## src/rtl/par_sum_tree_acc.sv

```systemverilog
// Pipelined signed adder tree reducing PHASES samples per clock, followed by a windowed accumulator.
// Optional build macro SUM_TREE_SAT_EN: saturating output format plus a sat_o flag.
module par_sum_tree_acc #(
  parameter int unsigned DATA_W           = 16,
  parameter int unsigned PHASES           = 16,
  parameter int unsigned SCALE_EACH_STAGE = 0,
  parameter int unsigned ACC_LEN          = 16,
  parameter int unsigned OUT_W            = 24
) (
  input  logic                       clk_i,
  input  logic                       rst_ni,
  input  logic                       in_valid_i,
  input  logic [PHASES*DATA_W-1:0]   data_i,
  input  logic                       clear_i,
  output logic signed [OUT_W-1:0]    sum_o,
  output logic                       valid_o
`ifdef SUM_TREE_SAT_EN
  ,
  output logic                       sat_o
`endif
);

  localparam int unsigned LOG    = (PHASES <= 2) ? 1 : $clog2(PHASES);
  localparam int unsigned NPAD   = 1 << LOG;
  localparam int unsigned TREE_W = (SCALE_EACH_STAGE != 0) ? DATA_W : DATA_W + LOG;
  localparam int unsigned ACC_W  = TREE_W + $clog2(ACC_LEN);
  localparam int unsigned CNT_W  = (ACC_LEN <= 2) ? 1 : $clog2(ACC_LEN);

  // Heap layout: nodes 1..NPAD-1 are registers (root = 1), NPAD..2*NPAD-1 are input leaves.
  logic signed [TREE_W-1:0] node_c [1:2*NPAD-1];
  logic signed [TREE_W-1:0] tree_d [1:NPAD-1];
  logic signed [TREE_W-1:0] tree_q [1:NPAD-1];
  logic [LOG-1:0]           vld_d, vld_q;

  function automatic logic signed [TREE_W-1:0] add_node(input logic signed [TREE_W-1:0] a,
                                                        input logic signed [TREE_W-1:0] b);
    logic signed [TREE_W:0] s;
    s = (TREE_W+1)'(a) + (TREE_W+1)'(b);
    if (SCALE_EACH_STAGE != 0) s = s >>> 1;
    return TREE_W'(s);
  endfunction

  always_comb begin
    for (int unsigned n = 1; n < 2*NPAD; n++) begin
      if (n < NPAD)                 node_c[n] = tree_q[n];
      else if (n - NPAD < PHASES)   node_c[n] = TREE_W'($signed(data_i[(n-NPAD)*DATA_W +: DATA_W]));
      else                          node_c[n] = '0;
    end
  end

  always_comb begin
    for (int unsigned n = 1; n < NPAD; n++) begin
      tree_d[n] = add_node(node_c[2*n], node_c[2*n+1]);
    end
  end

  // Clear also drops any sample arriving in the same cycle.
  assign vld_d = clear_i ? '0 : LOG'({vld_q, in_valid_i});

  always_ff @(posedge clk_i or negedge rst_ni) begin
    if (!rst_ni) begin
      for (int unsigned n = 1; n < NPAD; n++) tree_q[n] <= '0;
      vld_q <= '0;
    end else begin
      for (int unsigned n = 1; n < NPAD; n++) tree_q[n] <= tree_d[n];
      vld_q <= vld_d;
    end
  end

  logic                     tree_vld;
  logic signed [ACC_W-1:0]  acc_d, acc_q, acc_sum;
  logic [CNT_W-1:0]         cnt_d, cnt_q;
  logic signed [OUT_W-1:0]  sum_d, sum_q, fmt_c;
  logic                     valid_d, valid_q;

  assign tree_vld = vld_q[LOG-1];
  assign acc_sum  = acc_q + ACC_W'(tree_q[1]);

`ifdef SUM_TREE_SAT_EN
  logic clip_c, sat_d, sat_q;
`endif

  generate
    if (OUT_W >= ACC_W) begin : g_ext
      assign fmt_c = OUT_W'(acc_sum);
`ifdef SUM_TREE_SAT_EN
      assign clip_c = 1'b0;
`endif
    end else begin : g_narrow
`ifdef SUM_TREE_SAT_EN
      localparam logic signed [ACC_W-1:0] SAT_HI = {{(ACC_W-OUT_W+1){1'b0}}, {(OUT_W-1){1'b1}}};
      localparam logic signed [ACC_W-1:0] SAT_LO = ~SAT_HI;
      logic hi_c, lo_c;
      assign hi_c   = acc_sum > SAT_HI;
      assign lo_c   = acc_sum < SAT_LO;
      assign clip_c = hi_c | lo_c;
      assign fmt_c  = hi_c ? {1'b0, {(OUT_W-1){1'b1}}} :
                      lo_c ? {1'b1, {(OUT_W-1){1'b0}}} : acc_sum[OUT_W-1:0];
`else
      assign fmt_c = acc_sum[OUT_W-1:0];
`endif
    end
  endgenerate

  // Window accumulator: clear has priority over a completing tree output.
  always_comb begin
    acc_d   = acc_q;
    cnt_d   = cnt_q;
    sum_d   = sum_q;
    valid_d = 1'b0;
`ifdef SUM_TREE_SAT_EN
    sat_d   = 1'b0;
`endif
    if (clear_i) begin
      acc_d = '0;
      cnt_d = '0;
    end else if (tree_vld) begin
      if (cnt_q == CNT_W'(ACC_LEN-1)) begin
        sum_d   = fmt_c;
        valid_d = 1'b1;
        acc_d   = '0;
        cnt_d   = '0;
`ifdef SUM_TREE_SAT_EN
        sat_d   = clip_c;
`endif
      end else begin
        acc_d = acc_sum;
        cnt_d = cnt_q + CNT_W'(1);
      end
    end
  end

  always_ff @(posedge clk_i or negedge rst_ni) begin
    if (!rst_ni) begin
      acc_q   <= '0;
      cnt_q   <= '0;
      sum_q   <= '0;
      valid_q <= 1'b0;
`ifdef SUM_TREE_SAT_EN
      sat_q   <= 1'b0;
`endif
    end else begin
      acc_q   <= acc_d;
      cnt_q   <= cnt_d;
      sum_q   <= sum_d;
      valid_q <= valid_d;
`ifdef SUM_TREE_SAT_EN
      sat_q   <= sat_d;
`endif
    end
  end

  assign sum_o   = sum_q;
  assign valid_o = valid_q;
`ifdef SUM_TREE_SAT_EN
  assign sat_o   = sat_q;
`endif

endmodule

```

## config.mk

```make
export PLATFORM = sky130hd
export DESIGN_NAME = par_sum_tree_acc
export DESIGN_NICKNAME = d
export VERILOG_FILES = /design/src/rtl/par_sum_tree_acc.sv
export SDC_FILE = /design/constraint.sdc
export NUM_CORES = 1
export LEC_CHECK = 0
export ABC_AREA = 1
export BUFFER_PORTS_ARGS = -buffer_cell sky130_fd_sc_hd__buf_4
export CELL_PAD_IN_SITES_DETAIL_PLACEMENT = 1
export CELL_PAD_IN_SITES_GLOBAL_PLACEMENT = 2
export CORE_UTILIZATION = 38
export CTS_CLUSTER_SIZE = 30
export DETAILED_ROUTE_END_ITERATION = 12
export GPL_ROUTABILITY_DRIVEN = 0
export PLACE_DENSITY_LB_ADDON = 0.1
export SYNTH_ARGS = -nofsm -noshare
export SYNTH_HDL_FRONTEND = slang
export SYNTH_SLANG_ARGS = --single-unit
```

## constraint.sdc

```tcl
create_clock -name clk_i -period 3.8 [get_ports clk_i]
set_clock_uncertainty 0.2 [all_clocks]
set_input_delay 0.38 -clock clk_i [delete_from_list [all_inputs] [get_ports clk_i]]
set_output_delay 0.38 -clock clk_i [all_outputs]
set_load 0.01 [all_outputs]
```

**Word-level counts from Yosys, hierarchy flattened**

Cells that the tools add are included.

- Logic and storage cells: 51
- Input port bits: 260
- Register bits after elaboration: 325

- $add $sub $neg: 17
- Multiplexer cells: 10
- Bitwise logic cells: 1
- Equality and inequality tests: 1
- Reduce and logical (&&, ||, !) cells: 2

Operators by type and width:

| kind | number |
|---|---|
| 16-bit by 16-bit adder with 17-bit output | 8 |
| 17-bit by 17-bit adder with 18-bit output | 4 |
| 24-bit two-way mux | 3 |
| 18-bit by 18-bit adder with 19-bit output | 2 |
| 24-bit by 20-bit adder with 24-bit output | 1 |
| 20-bit adder | 1 |
| 4-bit two-way mux | 4 |
| 4-bit by 1-bit adder with 4-bit output, second input constant | 1 |
| 4-bit == test, second input constant | 1 |
| 1-bit two-way mux | 3 |
| 3-bit AND reduction | 1 |
| 2-bit nonzero test | 1 |
| 1-bit inverter | 1 |

**Depth between registers and ports, before layout**

Gate-level depths: netlist of the first run.

- Word-level depth: 4
- Depth in mapped cells: 13
- Mapped depth without buffers: 13

**Worst setup path before layout of the first run**

OpenSTA, ideal clock, no wires.

- Kind: in2reg
- Start point: in data_i[224]
- End point: reg tree_q, in the netlist node_c[334]
- Library setup time: 0.125 ns
- Required time: 3.475 ns
- Path slack: 1.770 ns
- Stages: 9
- Arrival: 1.705 ns
- Path buffers: 0
- Cell sequence: ha_1 > fa_1 > nand3_1 > nand3_1 > a21oi_1 > inv_1 > nand3_1 > nand2_1 > xor2_1

RTL lines:

| what | RTL line | RTL |
|---|---|---|
| from (decl) | 13 | `input logic [PHASES*DATA_W-1:0] data_i,` |
| to (decl) | 32 | `logic signed [TREE_W-1:0] tree_q [1:NPAD-1];` |

==> results of run 1 <==
-- layout make-up --
class	instances	area share, %
Tap cell	782	3.441
Sequential cell	323	28.42
Multi-Input combinational cell	2294	47.89
Clock inverter	22	1.267
Timing Repair Buffer	364	10.37
Clock buffer	48	3.722
Inverter	370	4.884
-- power by group --
| group | total (mW) | switching [mW] | leakage, nW | internal [mW] |
|---|---|---|---|---|
| Sequential | 5.08 | 0.530 | 3.91 | 4.55 |
| Combinational | 9.62 | 6.11 | 10.8 | 3.51 |
| Clock | 4.09 | 1.49 | 0.701 | 2.60 |
| Total | 18.8 | 8.13 | 15.4 | 10.7 |
-- stage by stage --
step	power [mW]	hold WS (ns)	util, %	instance area (um^2)
floorplan	11.79	-0.1156	-	23130
global placement	14.51	0.08115	43.62	26280
detailed placement	14.71	0.08343	43.62	26280
CTS	19.08	0.0004062	47.20	28440
global route	20.55	0.02795	47.20	28440
finish	18.79	0.02083	47.20	28440
-- cell families (layout without fill, tap and decap cells) --
family | count (synthesis) | count (layout) | synth area share, %
simple gates | 1406 | 1406 | 25.37
compound gates | 408 | 408 | 10.09
buf+inv | 378 | 804 | 6.192
flops | 323 | 323 | 34.94
fa+ha+maj | 291 | 291 | 16.26
xor+xnor | 189 | 189 | 7.155
-- routing by layer --
metal  global-route usage [%]  vias up  routed length, um
met2                    39.40      256              32790
met1                    28.12    10050              30730
met4                    5.306        0               1189
met5                        0        -                  0
li1                         -    10610                  -
met3                    2.153       78               1558
-- worst paths after layout --
kind | start | cells after the start | endpoint
min in group asynchronous | rst_ni | 2 | node_c[332]
min | data_i[79] | 4 | node_c[436]
min reg2reg | node_c[500] | 1 | node_c[560]
max reg2reg | acc_q[0] | 13 | acc_q[16]
max | data_i[176] | 14 | node_c[376]
max in group asynchronous | rst_ni | 3 | acc_q[17]
-- worst max-delay path, cell delays in order --
cell           delay [ns]
dlygate4sd3_1        0.54
buf_4                0.13
ha_1                 0.21
fa_1                 0.42
nand2_1              0.08
nand3_1              0.06
o21ai_1              0.17
o21ai_1              0.16
nand2_1              0.09
nand2_1              0.08
nand2_1              0.06
nand2_1              0.05
nand2_1              0.06
dlygate4sd3_1        0.53
-- flip-flops by register name (all words and copies together) (netlist names) --
name / flops
acc_q: 24
cnt_q: 4
node_c: 266
sum_o: 24
valid_o: 1
vld_q: 4
-- synth_stat cells (15+ instances only) --
master      n
a21oi_1   223
nand4_1    34
xor2_1    162
o21ai_0    58
o21bai_1   50
fa_1       16
inv_1     370
nand2_1   860
nor2_1    186
a31oi_1    15
nor3_1     35
a21o_1     22
dfrtp_1   323
ha_1      275
xnor2_1    27
nand3_1   252
-- timing repair --
item                      in CTS  in global routing
hold endpoints to repair     228                  0
hold buffers                  74                  0
resized for setup              0                  0
==> metrics.md, run 1 <==
| Metric | Value |
|---|---|
| Status | `finished, final reports clean` |
| Crit end category | `flop` |
| Dominant cell type by area after synthesis | `dfrtp_1` |
| Worst IR Drop VDD | `about 0.00037 V` |
| Worst slew margin | `32.95%` |
| Clock Tree Root | `clkbuf_16` |
| Final Max Tran Viols | `0` |
| Post-Syn Nets | `roughly 3.5k` |
| Total number of vias | `20.99k` |
| Post-Place Setup Slack | `1.351 ns` |
| Lkg Pwr | `roughly 15 nW` |
| Ys Warns | `0` |
| Post-CTS setup buffers | `0` |
| Initial detailed-routing violation count | `just over 600` |
| Initial Util | `38.40%` |
| NumNets Final | `between 3k and 4k` |
| Final hold vios | `0` |
| Syn Area/Cell | `between 7 and 8 um^2` |
| Final min period | `2.732 ns` |
| Syn Inst Count | `around 3k` |
| Full die area | `just over 60000 um^2` |
| Startpoint types | `input pin` |
| Mapped Area | `between 20000 and 25000 um^2` |
| FF+latch count, synth | `about 320` |
| Ys flop type | `dfrtp_1` |
| Crit path kind | `in -> reg` |
| Layout cells sized above 1 | `approximately 11%` |
| Buffers on Ports | `approximately 280` |
| Clk sinks | `323` |
| CTS tree | `done` |
| Drt wl/cell | `roughly 16 um` |
| CP required | `4.10 ns` |
| Vias in the first global route | `roughly 23k` |
| Chip Height | `approximately 250 um` |
| Clk slew on worst S/H paths | `roughly 0.060 ns` |
| Drt drc | `0` |
| I/O pin cnt | `approximately 290` |
| First-pass GRT wire length | `112.8 mm` |
| Vias/cell | `4.995` |
| Core box area | `roughly 60000 um^2` |
| Die Width | `248.7 um` |
| Area contributors post-synth | `dfrtp_1 35%, ha_1 15%, nand2_1 14%` |
| Clock buffer depth | `3` |
| Placed insts | `about 4k` |
| Area of the multi-input gates | `around 14000 um^2` |
| Asr flop ratio synth | `100.0%` |
| First drt pass iteration count | `4` |
| Post-synth EDFFs | `0` |
| Largest net degree at the start of global routing | `around 110` |
| CP max FO | `3` |
| Dpl hpwl | `54.38 mm` |
| Final ANT Viol Nets | `0` |
| Num CTS Buffers | `38` |
| RSZ-0062 raised after global routing | `false` |
| Final wirelength | `66.27 mm` |
| Post-synth cell types | `35` |
| Final setup violation count | `0` |
| Reg-to-reg slack, setup | `about 1.5 ns` |
| Post-Layout Cell Count | `between 4k and 5k` |
| H-Tree Depth | `2` |
| Ant. Diodes | `0` |
| Max Freq | `about 0.37 GHz` |
| Final worst slack | `roughly 1.1 ns` |
| Fin crit share | `roughly 70%` |
| Area growth from synthesis to layout | `22.93%` |
| Worst hold path type | `in -> reg` |
| Critical Path AT | `approximately 3 ns` |
| Grt ovf | `0` |
| Initial antenna violation count | `0` |
| Post-synth top area share | `between 30% and 40%` |
| Seq/Total Area, Yosys | `around a third` |
| Row count | `90` |
| Fin Setup TNS | `0 ns` |
| Pwr/cell area | `about 660 nW/um^2` |
| Fill cells | `roughly 7.4k` |
| Most frequent cells in the layout | `860 x nand2_1, 370 x inv_1, 323 x dfrtp_1` |
| Worst-skew pair later-pin latency | `roughly 0.56 ns` |
| Slew @ Worst Pin | `1.005 ns` |
| Register area | `8083 um^2` |
| Most common cell after layout, fill and taps aside | `nand2_1` |
| GRT Total Usage | `a little over a fifth` |
| Max cap viols | `0` |
Power figures use the tool's default switching activity.
==> run 2, diff against run 1 <==
- CORE_UTILIZATION: 38 -> 35
- clock period: 3.8 -> 2.72 ns (I/O delays scaled with it)
==> metrics.md, run 2 (synthesized netlist as in run 1, its figures left out) <==
| Metric | Value |
|---|---|
| Worst r2r src | `node_c[600]` |
| Number of flip-flops in the largest register | `~270` |
| Crit path kind | `in -> reg` |
| Initial Util | `35.63%` |
| Fin crit share | `a little over nine tenths` |
| Post-CTS setup buffers | `0` |
| Max cap viols | `0` |
| GRT Total Usage | `a little over a fifth` |
| Clk sinks | `~320` |
| H-Tree Depth | `2` |
| Dpl cell area | `26420 um^2` |
| Largest net degree at the start of global routing | `86` |
| CP required | `between 2 and 3 ns` |
| Die Width | `roughly 260 um` |
| Slew @ Worst Pin | `around 0.7 ns` |
| First drt pass iteration count | `5` |
| Crit end category | `flop` |
| Max Freq | `between 0.3 and 0.4 GHz` |
| Critical Path Start | `data_i[79]` |
| Vias in the first global route | `approximately 24k` |
| CP max FO | `2` |
| Fill cells | `~7.9k` |
| CTS tree | `done` |
| Full die area | `~67000 um^2` |
| Layout cells sized above 1 | `about a tenth` |
| End of the critical path | `node_c[436]` |
| I/O pin cnt | `approximately 290` |
| Pwr/cell area | `slightly below 900 nW/um^2` |
| Reg-to-Reg End | `sum_o[16]` |
| Clock buffer depth | `3` |
| Most frequent cells in the layout | `860 x nand2_1, 370 x inv_1, 323 x dfrtp_1` |
| First-pass GRT wire length | `around 120 mm` |
| Finished Core Util | `~47%` |
| Initial detailed-routing violation count | `759` |
| Final hold vios | `0` |
| NumNets Final | `4150` |
| Worst slew margin | `between 50% and 60%` |
| Ant. Diodes | `0` |
| Area growth from synthesis to layout | `32.08%` |
| Num CTS Buffers | `40` |
| Drt wl/cell | `15.93 um` |
| Total number of vias | `around 22k` |
| Core box area | `approximately 65000 um^2` |
| Worst IR Drop VDD | `between 0.0004 and 0.0005 V` |
| Final min period | `about 2.6 ns` |
| Chip Height | `roughly 260 um` |
| Most common cell after layout, fill and taps aside | `nand2_1` |
| Buffers on Ports | `284` |
| Final wirelength | `~71 mm` |
| R2R cell count | `13` |
| Grt ovf | `0` |
| Final ANT Viol Nets | `0` |
| Final Max Tran Viols | `0` |
| Status | `finished, final reports clean` |
| Dpl hpwl | `~56 mm` |
| Reg-to-reg slack, setup | `between 0.3 and 0.4 ns` |
| Drt drc | `0` |
| Final cell area excluding filler cells | `~31000 um^2` |
| Total power draw | `about 26 mW` |
| Critical Path AT | `a little under 3 ns` |
| Row count | `93` |
| Vias/cell | `a little under 5` |
| Clock Tree Root | `clkbuf_16` |
| Clk slew on worst S/H paths | `about 0.060 ns` |
| Post-Place Setup Slack | `0.3148 ns` |
| Fin Hold WS | `around 0.011 ns` |
| Lkg Pwr | `16.21 nW` |
| Worst-skew pair later-pin latency | `around 0.57 ns` |
| Initial antenna violation count | `1` |
| Final worst slack | `between 0.07 and 0.08 ns` |
| Final setup violation count | `0` |
| Startpoint types | `input pin` |
| Worst hold path type | `in -> async` |
run 2: how the worst min path moves through the flow:
stage / start / end / cells past startpoint
6_report: rst_ni / node_c[331] / 2
2_1_floorplan: rst_ni / acc_q[0] / 0
3_3_place_gp: rst_ni / node_c[331] / 1
3_5_place_dp: rst_ni / node_c[331] / 1
4_1_cts: rst_ni / node_c[331] / 2
5_1_grt: rst_ni / node_c[331] / 2
run 2: layout make-up:
class	count	area, um^2	share of cell area (%)
well taps	855	1070	3.501
multi-input cells	2294	13630	44.62
flip-flops and latches	323	8083	26.45
clock inverters	19	215.2	0.7043
inverters	370	1389	4.545
repair buffers	570	5032	16.47
clock buffers	54	1134	3.710
run 2: critical path: stages:
cell and delay [ns]:
dlygate4sd3_1 0.54, buf_4 0.13, ha_1 0.18, dlygate4sd3_1 0.57, nand2_1 0.07, dlygate4sd3_1 0.54
nand2_1 0.05, dlygate4sd3_1 0.55
run 2: per-stage QoR:
stage,std cells,TNS [ns]
global placement,4135,0
detailed placement,4135,0
floorplan,2995,0
global route,4485,-0.007191
finish,4485,0
CTS,4485,0
run 2: repair_timing:
item	4_1_cts	5_1_grt
resized for setup	0	5
setup endpoints to repair	0	3
hold buffers	277	0
endpoints found under the hold margin	463	0
run 2: routing by layer:
metal  GRT usage [%]  vias up  share of wire (%)
li1                -    11030                  -
met1           27.20    10400                 45
met2           38.65      293                 49
met3           2.265      120                2.8
met4           6.640        0                2.6
met5               0        -                  0
run 2: where the power goes:
group / leakage, nW / switching [mW] / internal [mW]
registers: 3.91 / 0.756 / 6.36
clock network: 0.661 / 2.16 / 3.24
logic: 11.6 / 8.72 / 5.22
